`src/rtl/framebuffer_arbiter_if.sv`:
```
// CPU request/response, clear-engine control and framebuffer port-A signals
// shared between the arbiter and its surroundings.
interface framebuffer_arbiter_if #(
    parameter int ADDRESS_WIDTH = 12
);
    logic                     cpu_valid;
    logic                     cpu_ready;
    logic                     cpu_wr;
    logic [1:0]               cpu_mask;
    logic [ADDRESS_WIDTH-1:0] cpu_addr;
    logic [15:0]              cpu_wdata;
    logic [15:0]              cpu_rdata;
    logic                     cpu_rvalid;

    logic                     clr_start;
    logic [15:0]              clr_fill;
    logic                     clr_busy;
    logic                     clr_done;

    logic                     fb_wr;
    logic [1:0]               fb_mask;
    logic [ADDRESS_WIDTH-1:0] fb_addr;
    logic [15:0]              fb_data;
    logic [15:0]              fb_q;

    modport slave (
        input  cpu_valid, cpu_wr, cpu_mask, cpu_addr, cpu_wdata,
        output cpu_ready, cpu_rdata, cpu_rvalid,
        input  clr_start, clr_fill,
        output clr_busy, clr_done,
        output fb_wr, fb_mask, fb_addr, fb_data,
        input  fb_q
    );

    modport master (
        output cpu_valid, cpu_wr, cpu_mask, cpu_addr, cpu_wdata,
        input  cpu_ready, cpu_rdata, cpu_rvalid,
        output clr_start, clr_fill,
        input  clr_busy, clr_done,
        input  fb_wr, fb_mask, fb_addr, fb_data,
        output fb_q
    );
endinterface

```
`src/rtl/framebuffer_arbiter.sv`:
```
// Single-port framebuffer arbiter: CPU read/write plus an optional clear engine
// (macro FRAMEBUFFER_CLEAR_EN) sharing port A one slot per cycle, round-robin.
module framebuffer_arbiter #(
    parameter int DEPTH         = 4096,
    parameter int ADDRESS_WIDTH = $clog2(DEPTH)
) (
    input logic                 clk,
    input logic                 rst_n,
    framebuffer_arbiter_if.slave bus
);

    logic                     grant_cpu;
    logic                     grant_clr;
    logic [ADDRESS_WIDTH-1:0] clr_addr;
    logic [15:0]              clr_word;
    logic [1:0]               vld_pipe;

`ifdef FRAMEBUFFER_CLEAR_EN
    typedef enum logic [1:0] {IDLE, CLEAR, DONE} state_t;

    localparam logic [ADDRESS_WIDTH-1:0] LAST_ADDR = ADDRESS_WIDTH'(DEPTH - 1);

    state_t state, state_nxt;
    logic   last_clr;
    logic   in_clear;

    assign in_clear = (state == CLEAR);

    // The clear engine always requests while in CLEAR, so the CPU only gets
    // the slot when the engine took the previous one.
    assign bus.cpu_ready = !in_clear || last_clr;
    assign grant_cpu     = bus.cpu_valid && bus.cpu_ready;
    assign grant_clr     = in_clear && !grant_cpu;
    assign bus.clr_busy  = (state != IDLE);
    assign bus.clr_done  = (state == DONE);

    always_comb begin
        state_nxt = state;
        case (state)
            IDLE:    if (bus.clr_start) state_nxt = CLEAR;
            CLEAR:   if (grant_clr && clr_addr == LAST_ADDR) state_nxt = DONE;
            DONE:    state_nxt = IDLE;
            default: state_nxt = IDLE;
        endcase
    end

    always_ff @(posedge clk or negedge rst_n) begin
        if (!rst_n) begin
            state    <= IDLE;
            clr_addr <= '0;
            clr_word <= '0;
            last_clr <= 1'b0;
        end else begin
            state <= state_nxt;
            if (state == IDLE && bus.clr_start) begin
                clr_addr <= '0;
                clr_word <= bus.clr_fill;
            end else if (grant_clr) begin
                clr_addr <= clr_addr + 1'b1;
            end
            if (grant_cpu)      last_clr <= 1'b0;
            else if (grant_clr) last_clr <= 1'b1;
        end
    end
`else
    logic unused_clr;

    assign unused_clr    = ^{bus.clr_start, bus.clr_fill};
    assign bus.cpu_ready = 1'b1;
    assign grant_cpu     = bus.cpu_valid;
    assign grant_clr     = 1'b0;
    assign clr_addr      = '0;
    assign clr_word      = '0;
    assign bus.clr_busy  = 1'b0;
    assign bus.clr_done  = 1'b0;
`endif

    // Idle slots drop fb_wr but keep the last address/mask/data on the bus.
    always_ff @(posedge clk or negedge rst_n) begin
        if (!rst_n) begin
            bus.fb_wr   <= 1'b0;
            bus.fb_mask <= '0;
            bus.fb_addr <= '0;
            bus.fb_data <= '0;
        end else if (grant_cpu) begin
            bus.fb_wr   <= bus.cpu_wr;
            bus.fb_mask <= bus.cpu_mask;
            bus.fb_addr <= bus.cpu_addr;
            bus.fb_data <= bus.cpu_wdata;
        end else if (grant_clr) begin
            bus.fb_wr   <= 1'b1;
            bus.fb_mask <= 2'b11;
            bus.fb_addr <= clr_addr;
            bus.fb_data <= clr_word;
        end else begin
            bus.fb_wr   <= 1'b0;
        end
    end

    // Stage 0: address on port A; stage 1: RAM data on fb_q.
    always_ff @(posedge clk or negedge rst_n) begin
        if (!rst_n) vld_pipe <= '0;
        else        vld_pipe <= {vld_pipe[0], grant_cpu && !bus.cpu_wr};
    end

    assign bus.cpu_rvalid = vld_pipe[1];
    assign bus.cpu_rdata  = bus.fb_q;

endmodule

```
`src/flat_wrapper.sv`:
```
// flat-port wrapper written by rule: the top's interface ports become plain ports
module framebuffer_arbiter_flat 
#(
    parameter int DEPTH         = 4096,
    parameter int ADDRESS_WIDTH = $clog2(DEPTH)
)
  (clk, rst_n, bus_cpu_valid, bus_cpu_wr, bus_cpu_mask, bus_cpu_addr, bus_cpu_wdata, bus_cpu_ready, bus_cpu_rdata, bus_cpu_rvalid, bus_clr_start, bus_clr_fill, bus_clr_busy, bus_clr_done, bus_fb_wr, bus_fb_mask, bus_fb_addr, bus_fb_data, bus_fb_q);
  framebuffer_arbiter_if #(.ADDRESS_WIDTH(ADDRESS_WIDTH)) bus_i ();
  input logic clk;
  input logic rst_n;
  input wire logic [$bits(bus_i.cpu_valid)-1:0] bus_cpu_valid;
  input wire logic [$bits(bus_i.cpu_wr)-1:0] bus_cpu_wr;
  input wire logic [$bits(bus_i.cpu_mask)-1:0] bus_cpu_mask;
  input wire logic [$bits(bus_i.cpu_addr)-1:0] bus_cpu_addr;
  input wire logic [$bits(bus_i.cpu_wdata)-1:0] bus_cpu_wdata;
  output wire logic [$bits(bus_i.cpu_ready)-1:0] bus_cpu_ready;
  output wire logic [$bits(bus_i.cpu_rdata)-1:0] bus_cpu_rdata;
  output wire logic [$bits(bus_i.cpu_rvalid)-1:0] bus_cpu_rvalid;
  input wire logic [$bits(bus_i.clr_start)-1:0] bus_clr_start;
  input wire logic [$bits(bus_i.clr_fill)-1:0] bus_clr_fill;
  output wire logic [$bits(bus_i.clr_busy)-1:0] bus_clr_busy;
  output wire logic [$bits(bus_i.clr_done)-1:0] bus_clr_done;
  output wire logic [$bits(bus_i.fb_wr)-1:0] bus_fb_wr;
  output wire logic [$bits(bus_i.fb_mask)-1:0] bus_fb_mask;
  output wire logic [$bits(bus_i.fb_addr)-1:0] bus_fb_addr;
  output wire logic [$bits(bus_i.fb_data)-1:0] bus_fb_data;
  input wire logic [$bits(bus_i.fb_q)-1:0] bus_fb_q;
  assign bus_i.cpu_valid = bus_cpu_valid;
  assign bus_i.cpu_wr = bus_cpu_wr;
  assign bus_i.cpu_mask = bus_cpu_mask;
  assign bus_i.cpu_addr = bus_cpu_addr;
  assign bus_i.cpu_wdata = bus_cpu_wdata;
  assign bus_cpu_ready = bus_i.cpu_ready;
  assign bus_cpu_rdata = bus_i.cpu_rdata;
  assign bus_cpu_rvalid = bus_i.cpu_rvalid;
  assign bus_i.clr_start = bus_clr_start;
  assign bus_i.clr_fill = bus_clr_fill;
  assign bus_clr_busy = bus_i.clr_busy;
  assign bus_clr_done = bus_i.clr_done;
  assign bus_fb_wr = bus_i.fb_wr;
  assign bus_fb_mask = bus_i.fb_mask;
  assign bus_fb_addr = bus_i.fb_addr;
  assign bus_fb_data = bus_i.fb_data;
  assign bus_i.fb_q = bus_fb_q;
  framebuffer_arbiter #(.DEPTH(DEPTH), .ADDRESS_WIDTH(ADDRESS_WIDTH)) u_core (.clk(clk), .rst_n(rst_n), .bus(bus_i));
endmodule
```
`config.mk`:
```
export PLATFORM = sky130hd
export DESIGN_NAME = framebuffer_arbiter_flat
export DESIGN_NICKNAME = d
export VERILOG_FILES = /design/src/rtl/framebuffer_arbiter_if.sv /design/src/rtl/framebuffer_arbiter.sv /design/src/flat_wrapper.sv
export SDC_FILE = /design/constraint.sdc
export NUM_CORES = 1
export LEC_CHECK = 0
export ABC_CLOCK_PERIOD_IN_PS = 1500
export BUFFER_PORTS_ARGS = -buffer_cell sky130_fd_sc_hd__buf_2
export CORE_UTILIZATION = 43
export CTS_BUF_LIST = sky130_fd_sc_hd__clkbuf_4 sky130_fd_sc_hd__clkbuf_8
export DETAILED_ROUTE_END_ITERATION = 10
export PLACE_DENSITY = 0.85
export SLEW_MARGIN = 10
export SYNTH_ARGS = -nofsm -noshare
export SYNTH_HDL_FRONTEND = slang
export SYNTH_SLANG_ARGS = --single-unit
```
`constraint.sdc`:
```
create_clock -name clk -period 1.5 [get_ports clk]
set_clock_uncertainty 0.1 [all_clocks]
set_input_delay 0.075 -clock clk [delete_from_list [all_inputs] [get_ports clk]]
set_output_delay 0.075 -clock clk [all_outputs]
set_load 0.02 [all_outputs]
```
==> results of run 1 <==
==> final timing paths <==
path / startpoint / slack, ps / endpoint / depth (start not counted)
max: u_core.bus.fb_data[11] / 420 / bus_fb_data[11] / 1
min: bus_fb_q[2] / 50 / bus_cpu_rdata[2] / 0
max reg2reg: u_core.bus.fb_data[7] / 590 / u_core.bus.fb_data[7] / 1
min reg2reg: u_core.vld_pipe[0] / 290 / u_core.vld_pipe[1] / 0
max in group asynchronous: rst_n / 580 / u_core.bus.fb_data[2] / 2
min in group asynchronous: rst_n / 260 / u_core.bus.fb_data[7] / 2
==> cells in the mapped netlist, drive strengths merged <==
master and instances:
nor2b 1, and2 1, conb 2, buf 23, mux2 30, dfrtp 33
==> routing by layer <==
metal	track usage (%)	wire, um
met1	18.89	1219
met2	30.77	1691
met3	4.478	189
met4	12.66	108
met5	0	0
==> kinds of logic (layout without fill, tap and decap cells) <==
| group | Yosys count | after routing | share of synthesized area [%] |
|---|---|---|---|
| buf+inv | 23 | 107 | 13.74 |
| other cells | 2 | 3 | 0.5027 |
| flops | 33 | 33 | 55.28 |
| mux | 30 | 30 | 29.65 |
| simple gates | 2 | 2 | 0.8381 |
==> per-stage QoR <==
step,instance area (um^2),hold slack [ps],utilization (%),instances
2_1_floorplan,1498,-320.6,-,91
4_1_cts,2100,50.14,62.92,221
3_5_place_dp,1690,50.14,50.66,181
3_3_place_gp,1690,45.00,50.66,181
6_report,2100,50.01,62.92,221
5_1_grt,2100,50.03,62.92,221
==> state kept, by name, indices dropped and copies added (netlist names) <==
register            cells
u_core.bus.fb_wr        1
u_core.bus.fb_mask      2
u_core.vld_pipe         2
u_core.bus.fb_addr     12
u_core.bus.fb_data     16
==> where the power goes <==
| group | total, uW | leakage, uW | switching (uW) | internal (uW) |
|---|---|---|---|---|
| Combinational | 495 | 0.000654 | 233 | 261 |
| Clock | 702 | 0.0000489 | 286 | 416 |
| Sequential | 1020 | 0.000389 | 50.0 | 974 |
==> final cells by class <==
cell class | instances | area share (%)
Clock buffer | 7 | 2.801
Clock inverter | 1 | 1.430
Multi-Input combinational cell | 35 | 22.23
Sequential cell | 33 | 39.33
Tap cell | 46 | 2.741
Timing Repair Buffer | 99 | 31.47
==> impl_metrics.toml, run 1 <==
[layout]
nNetsFinal = 241
multi_input_area_um2 = 466.7
layout_commonest_cell = "buf_2"
seq_area_um2 = 825.8
drive_above_1_share_pct = 60.00
synthToLayoutAreaGrowth_pct = 40.54
fill_cells = 254
mostFrequentLayoutCells = "buf_2, dfrtp_1, dlygate4sd3_1, mux2_4, clkbuf_4"
diodes = 0

[setup_path]
critPathMaxStageDelay_ps = 410
cp_max_fo = 2
endpoint_kind = "primary output"
crit_family = "flip-flops"
critical_path_arrival_ps = 910
path_buf_inv = 1
worstPathRequired_ps = 1320
crit_slowest_cell = "dfrtp_1"
worstSetupStartpointType = "register"
critical_path.cell_chain = "buf_2"
worstSetupPathType = "register to primary output"

[routing]
wl_per_cell_um = 14.52
dr_total_vias = 969
antenna_left = 0
dr.pass1.iters = 3
first_iter_violations = 12
via_per_inst = 4.385
wirelength_mm = 3.209
post-route-drc-count = 0

[clocking]
cts_root_buf = "clkbuf_4"
postCtsResizedCells = 0
cts_buffers = 5
post-cts-setup-buffers = 0
tritoncts = "done"
cts_hold_buf = 32
htree_levels = 2
cts.path.max_buffers = 2
clock-sinks = 33
clk_pin_slew_ps = 100
clock_latency_ps = 320

[grt]
grt_usage_pct = 17.79
grt_first_pass_wirelength_mm = 4.505
antenna_found_initial = 0
grt_max_degree = 34
grt-ovfl-total = 0
first_global_vias = 1000

[placed_design]
place_ws_ps = 465.9
gp_congestion = 0.6872
port_buffers = 65
dp_hpwl_mm = 2.010

[yosys]
yosys_warnings = 0
syn_area_um2 = 1494
yosys.area.top_type = "dfrtp_1"
synth_cell_types = 9
syn_area_per_cell_um2 = 16.60
ys_ff_latch = 33
yosysSeqAreaShare_pct = 55.28
synthCells = 90
synth_top_area_share_pct = 55.28
ys_top_cells_by_area = "dfrtp_1, mux2_4, buf_4"

[power_and_ir_drop]
powerDensity_nw_per_um2 = 1058
leakagePower_uw = 0.001092
ir_worst_vdd_mv = 0.5502
total_power_uw = 2221

[timing]
finalHoldViolations = 0
clock.fmax_mhz = 923.1
rsz0062_at_grt = "no"
setup_viol = 0
finalCritPeriodShare_pct = 72.22
drv_slew = 0
worst_slew_pin_slew_ps = 717.6
period_needed_ps = 1083
fin_setup_tns_ps = 0
maxSlewHeadroom_pct = 52.16
layout_setup_ws_ps = 416.7

[floorplan]
start_util_pct = 44.77
rows = 21
die_area_um2 = 3714
die_y_um = 60.94
num_io_pins = 118
die_w_um = 60.94
coreArea_um2 = 3337

[run_status]
outcome = "finished clean"

[min_path]
worstHoldPathType = "input pin to primary output"

[flow_run]
drv_cap = 0
(Power assumes the default switching activity.)
==> inputs of run 2 (changes only) <==
- ABC_AREA: not set -> 1
- ABC_CLOCK_PERIOD_IN_PS: 1500 -> 1000
- CORE_UTILIZATION: 43 -> 39
- PLACE_DENSITY: 0.85 -> 0.8
- clock period: 1.5 -> 1 ns (I/O delays scaled with it)
==> run 2 against run 1 <==
Against the previous run:
- the flow now finishes with violations (hold timing, setup timing)
- hold slack worse by 73 ps
- core utilization is 6.9 points higher
- critical path depth stayed put
- wire length is 15% higher
- total power is 39% higher
- final area is 11% higher
- critical endpoint is now bus_fb_addr[2]
- largest cell class is now non-clock buffers
- largest power group unchanged
==> impl_metrics.toml, run 2 <==
[run_status]
outcome = "complete, but fails checks"
violations = "hold timing, setup timing"

[setup_path]
endpoint_kind = "primary output"
path_buf_inv = 1
crit_slowest_cell = "dfrtp_1"
worstSetupPathType = "register to primary output"
critical_path_arrival_ps = 870
worstPathRequired_ps = 850
worstSetupStartpointType = "register"
crit_family = "flip-flops"
critical_path.cell_chain = "buf_6"
cp_max_fo = 2
critPathMaxStageDelay_ps = 410

[power_and_ir_drop]
clkPwrFrac_pct = 23.0
comb_power_share_pct = 27.5
leakagePower_uw = 0.001291
sequentialPowerShare_pct = 49.5
p_switching_uw = 883.6
ir_worst_vdd_mv = 0.6828
switching_share_pct = 28.56
p_int_uw = 2210
powerDensity_nw_per_um2 = 1329

[grt]
grt-ovfl-total = 0
antenna_found_initial = 0
grt_first_pass_wirelength_mm = 5.444
first_global_vias = 1303
grt_usage_pct = 20.63
grt_max_degree = 20

[layout]
drive_above_1_share_pct = 36.61
mostFrequentLayoutCells = "nand2_1, buf_2, dfrtp_1, dlygate4sd3_1, buf_6"
fill_cells = 246
diodes = 0
synthToLayoutAreaGrowth_pct = 71.36
top_regs = "u_core.bus.fb_data x16, u_core.bus.fb_addr x12"
final_area_um2 = 2328
nNetsFinal = 320
layout_commonest_cell = "nand2_1"
regMostFlops = "u_core.bus.fb_data"
largest_reg_flops = 16

[yosys]
ys_ff_latch = 33
yosys.area_share.simple_pct = 25.41
ys_top_cells_by_area = "dfrtp_1, nand2_1, buf_4"
post-synth-top-count-cell = "nand2_1"
yosys_warnings = 0
synthCells = 154
syn_area_per_cell_um2 = 8.823
synthFlopType = "dfrtp_1"
synth_edf_count = 0
synth_cell_types = 8
yosys.area.top_type = "dfrtp_1"
synth_compound_area_share_pct = 0
synthAdderAreaFrac_pct = 0
synth_top_family_by_area = "simple AND/OR/NAND/NOR gates"
synth_top_area_share_pct = 60.77
synth_commonest_cells = "nand2_1, dfrtp_1, buf_4, buf_2, conb_1"
yosysSeqAreaShare_pct = 60.77
synth_xor_area_share_pct = 0
async_reset_ff_share_pct = 100.0
syn_area_um2 = 1359
synth.area.mux_share_pct = 0

[timing]
rsz0062_at_grt = "yes"
finalHoldViolations = 4
period_needed_ps = 1023
finalCritPeriodShare_pct = 102.3
clock.fmax_mhz = 977.8
drv_slew = 0
fin_setup_tns_ps = -276.9
layout_setup_ws_ps = -22.71
setup_viol = 26
timing.hold.ws_ps = -23.23

[clocking]
tritoncts = "done"
clk_pin_slew_ps = 100
htree_levels = 2
clock-sinks = 33
clock_latency_ps = 320
cts_buffers = 5
cts_root_buf = "clkbuf_4"
cts.path.max_buffers = 2

[placed_design]
gp_congestion = 0.6352
place_ws_ps = 208.3
postPlaceCellArea_um2 = 1648
port_buffers = 65
dp_hpwl_mm = 1.942

[routing]
post-route-drc-count = 0
wl_per_cell_um = 12.30
dr.pass1.iters = 4
first_iter_violations = 52
wirelength_mm = 3.690
dr_total_vias = 1306
antenna_left = 0
via_per_inst = 4.353

[floorplan]
coreArea_um2 = 3337
die_w_um = 61.03
num_io_pins = 118
die_area_um2 = 3724
rows = 21
start_util_pct = 40.72
die_y_um = 61.03

[min_path]
worstHoldPathType = "input pin to register"

[flow_run]
drv_cap = 0
[run 2: cell types whose count changed in the layout (fill, tap and decap cells not counted), moves of 2 or more]
cell	before	now
buf_12	0	3
buf_2	65	33
buf_4	2	16
buf_6	0	32
clkinv_2	0	2
mux2_2	2	0
mux2_4	28	0
nand2_1	0	91
[run 2: final cells by class]
class / instances / area (um^2) / share of cell area, %
Inverter: 2 / 7.507 / 0.3224
Clock inverter: 2 / 10.01 / 0.4299
Tap cell: 46 / 57.56 / 2.472
Timing Repair Buffer: 116 / 1026 / 44.06
Clock buffer: 6 / 45.04 / 1.934
Sequential cell: 33 / 825.8 / 35.46
Multi-Input combinational cell: 95 / 356.6 / 15.31
[run 2: kinds of logic (layout without fill, tap and decap cells)]
group | Yosys count | in the layout
AND/OR/NAND/NOR | 92 | 92
flip-flops | 33 | 33
buffers and inverters | 27 | 126
other | 2 | 3
[run 2: timing repair]
item	4_1_cts	5_1_grt
hold endpoints to repair	65	0
endpoints found under the setup margin	32	37
gates resized for setup	64	0
setup buffers	7	7
hold buffers	33	0
cloned	0	0
[run 2: power groups by stage]
stage / combinational (uW) / sequential (uW) / clock [uW]
floorplan: 240 / 1670 / 0
global placement: 532 / 1520 / 0
global route: 927 / 1540 / 802
CTS: 806 / 1530 / 734
detailed placement: 542 / 1530 / 0
finish: 852 / 1530 / 710
[run 2: path summary, 6_finish.rpt]
path / from / endpoint / slack [ps] / depth (start not counted)
max in group asynchronous: rst_n / u_core.bus.fb_data[9] / 280 / 3
setup / recovery: u_core.bus.fb_addr[2] / bus_fb_addr[2] / -20 / 1
min in group asynchronous: rst_n / u_core.bus.fb_addr[10] / 90 / 2
hold reg to reg: u_core.vld_pipe[0] / u_core.vld_pipe[1] / 280 / 0
hold / removal: bus_cpu_valid / u_core.bus.fb_addr[8] / -20 / 4
setup reg to reg: u_core.bus.fb_data[3] / u_core.bus.fb_data[3] / 40 / 4
[run 2: metal layers]
metal	wire, um	global-route usage [%]
met1	1342	18.72
met2	2033	40.37
met3	233	6.513
met4	80	10.39
met5	0	0
[run 2: metrics by stage]
stage               total power (uW)  utilization (%)  instances
CTS                             3068            68.50        294
detailed placement              2068            49.38        246
floorplan                       1910                -        155
global placement                2054            49.38        246
global route                    3273            69.78        300
finish                          3093            69.78        300
==> inputs of run 3 (changes only) <==
- ABC_CLOCK_PERIOD_IN_PS: 1000 -> 1100
- PLACE_DENSITY: 0.8 -> 0.82
- SLEW_MARGIN: 10 -> not set
- clock period: 1 -> 1.1 ns (I/O delays scaled with it)
==> run 3 against run 2 <==
Against the previous run:
- the run now ends clean
- flip-flop and latch count is the same
- final area shrank 13%
- sequential share of layout area grew 5.3 points
- wire length shrank 13%
- via count shrank 7.7%
- critical path depth is the same
- setup slack gained 84 ps
- largest power group unchanged
==> impl_metrics.toml, run 3 (synthesis results as in run 2) <==
[run_status]
outcome = "finished clean"

[layout]
drive_above_1_share_pct = 32.22
largest_reg_flops = 16
regMostFlops = "u_core.bus.fb_data"
diodes = 0
mostFrequentLayoutCells = "nand2_1, buf_2, dlygate4sd3_1, dfrtp_1, clkbuf_4"
synthToLayoutAreaGrowth_pct = 49.08
nNetsFinal = 306
top_regs = "u_core.bus.fb_data x16, u_core.bus.fb_addr x12"
final_core_util_pct = 60.70
final-instance-count-excl-fill = 285
fill_cells = 289
layout_commonest_cell = "nand2_1"

[grt]
antenna_found_initial = 0
grt_first_pass_wirelength_mm = 5.112
grt_usage_pct = 19.78
grt_max_degree = 32
grt-ovfl-total = 0
first_global_vias = 1229

[setup_path]
endpoint_kind = "primary output"
path_buf_inv = 1
critical_path_arrival_ps = 880
crit_slowest_cell = "dfrtp_1"
cp_max_fo = 2
crit_family = "flip-flops"
setup.worst_path.start = "u_core.bus.fb_data[2]"
r2r-end = "u_core.bus.fb_data[2]"
r2r_slack_ps = 270
ff2ff_path_depth = 3
worstSetupPathType = "register to primary output"
critPathMaxStageDelay_ps = 400
worstSetupStartpointType = "register"
cp.depth = 1
reg2reg_from = "u_core.bus.fb_data[2]"
worstPathRequired_ps = 940
critical_path.cell_chain = "clkbuf_4"

[routing]
dr.pass1.iters = 5
wirelength_mm = 3.217
antenna_left = 0
post-route-drc-count = 0
dr_total_vias = 1206
first_iter_violations = 33
wl_per_cell_um = 11.29
via_per_inst = 4.232

[floorplan]
num_io_pins = 118
die_y_um = 61.03
die_w_um = 61.03
coreArea_um2 = 3337
die_area_um2 = 3724
rows = 21
start_util_pct = 40.72

[power_and_ir_drop]
leakagePower_uw = 0.001161
ir_worst_vdd_mv = 0.6809
powerDensity_nw_per_um2 = 1302

[timing]
drv_slew = 0
setup_viol = 0
clock.fmax_mhz = 962.3
timing.hold.ws_ps = 10.01
fin_setup_tns_ps = 0
finalCritPeriodShare_pct = 94.47
period_needed_ps = 1039
finalHoldViolations = 0

[clocking]
htree_levels = 2
cts_buffers = 5
cts.path.max_buffers = 2
clock-sinks = 33
cts_root_buf = "clkbuf_4"
clock_latency_ps = 320
clk_pin_slew_ps = 80
tritoncts = "done"

[placed_design]
dp_hpwl_mm = 1.838
port_buffers = 65
dp.cells = 244
gp_congestion = 0.7021

[min_path]
worstHoldPathType = "input pin to primary output"
hold_end = "bus_cpu_rdata[1]"
worstHoldStart = "bus_fb_q[1]"
holdPathStages = 0

[flow_run]
drv_cap = 0
==> run 3: changes by cell type in the layout (fill, tap and decap cells not counted) <==
cell	previous run	this run
clkbuf_8	0	1
buf_6	32	1
dlygate4sd3_1	32	33
clkbuf_4	6	7
buf_4	16	1
buf_2	33	64
inv_4	0	1
buf_12	3	2
clkinv_2	2	0
inv_2	1	0
==> run 3: cell type report <==
| cell class | count | area [um^2] | area share (%) |
|---|---|---|---|
| Inverter | 2 | 10.01 | 0.4941 |
| Timing Repair Buffer | 102 | 716.9 | 35.39 |
| Clock buffer | 7 | 58.81 | 2.903 |
| Multi-Input combinational cell | 95 | 356.6 | 17.60 |
| Sequential cell | 33 | 825.8 | 40.77 |
| Tap cell | 46 | 57.56 | 2.841 |
==> run 3: worst reg2reg max path, delay by kind of cell (launching register included) <==
family                 cells  cell delay [ps]
DFF                        1              400
buffers and inverters      1              140
and+or+nand+nor            2              100
==> run 3: worst max path at each step <==
stage	endpoint	slack [ps]
after floorplan	u_core.bus.fb_addr[0]	320
after global placement	u_core.bus.fb_data[8]	270
after detailed placement	u_core.bus.fb_data[5]	240
after CTS	u_core.bus.fb_data[5]	30
after global routing	bus_fb_data[2]	-3
final	bus_fb_data[2]	60
==> run 3: what timing repair did <==
action                     CTS  global route
gates resized for setup      0             4
hold endpoints to repair    65             0
buffers inserted             0             1
setup endpoints to repair    0             9
hold buffers                33             0
==> run 3: power breakdown <==
group	leakage [uW]	switching, uW	total (uW)	internal, uW
clock	0.0000348	364	690	326
combinational	0.000722	327	581	254
sequential	0.000404	51.1	1370	1310
==> run 3: metal layers <==
layer | track usage (%) | wire (um) | share of wire, %
met1 | 18.19 | 1264 | 39
met2 | 38.35 | 1721 | 53
met3 | 6.723 | 184 | 5.7
met4 | 9.416 | 46 | 1.4
met5 | 0 | 0 | 0
==> run 3: stage by stage <==
stage / worst slack [ps] / power [uW] / cell area [um^2]
floorplan: 324.0 / 1737 / 1363
global placement: 268.0 / 1856 / 1620
detailed placement: 242.1 / 1869 / 1620
CTS: 30.41 / 2650 / 2009
global route: -3.350 / 2800 / 2026
finish: 60.79 / 2637 / 2026
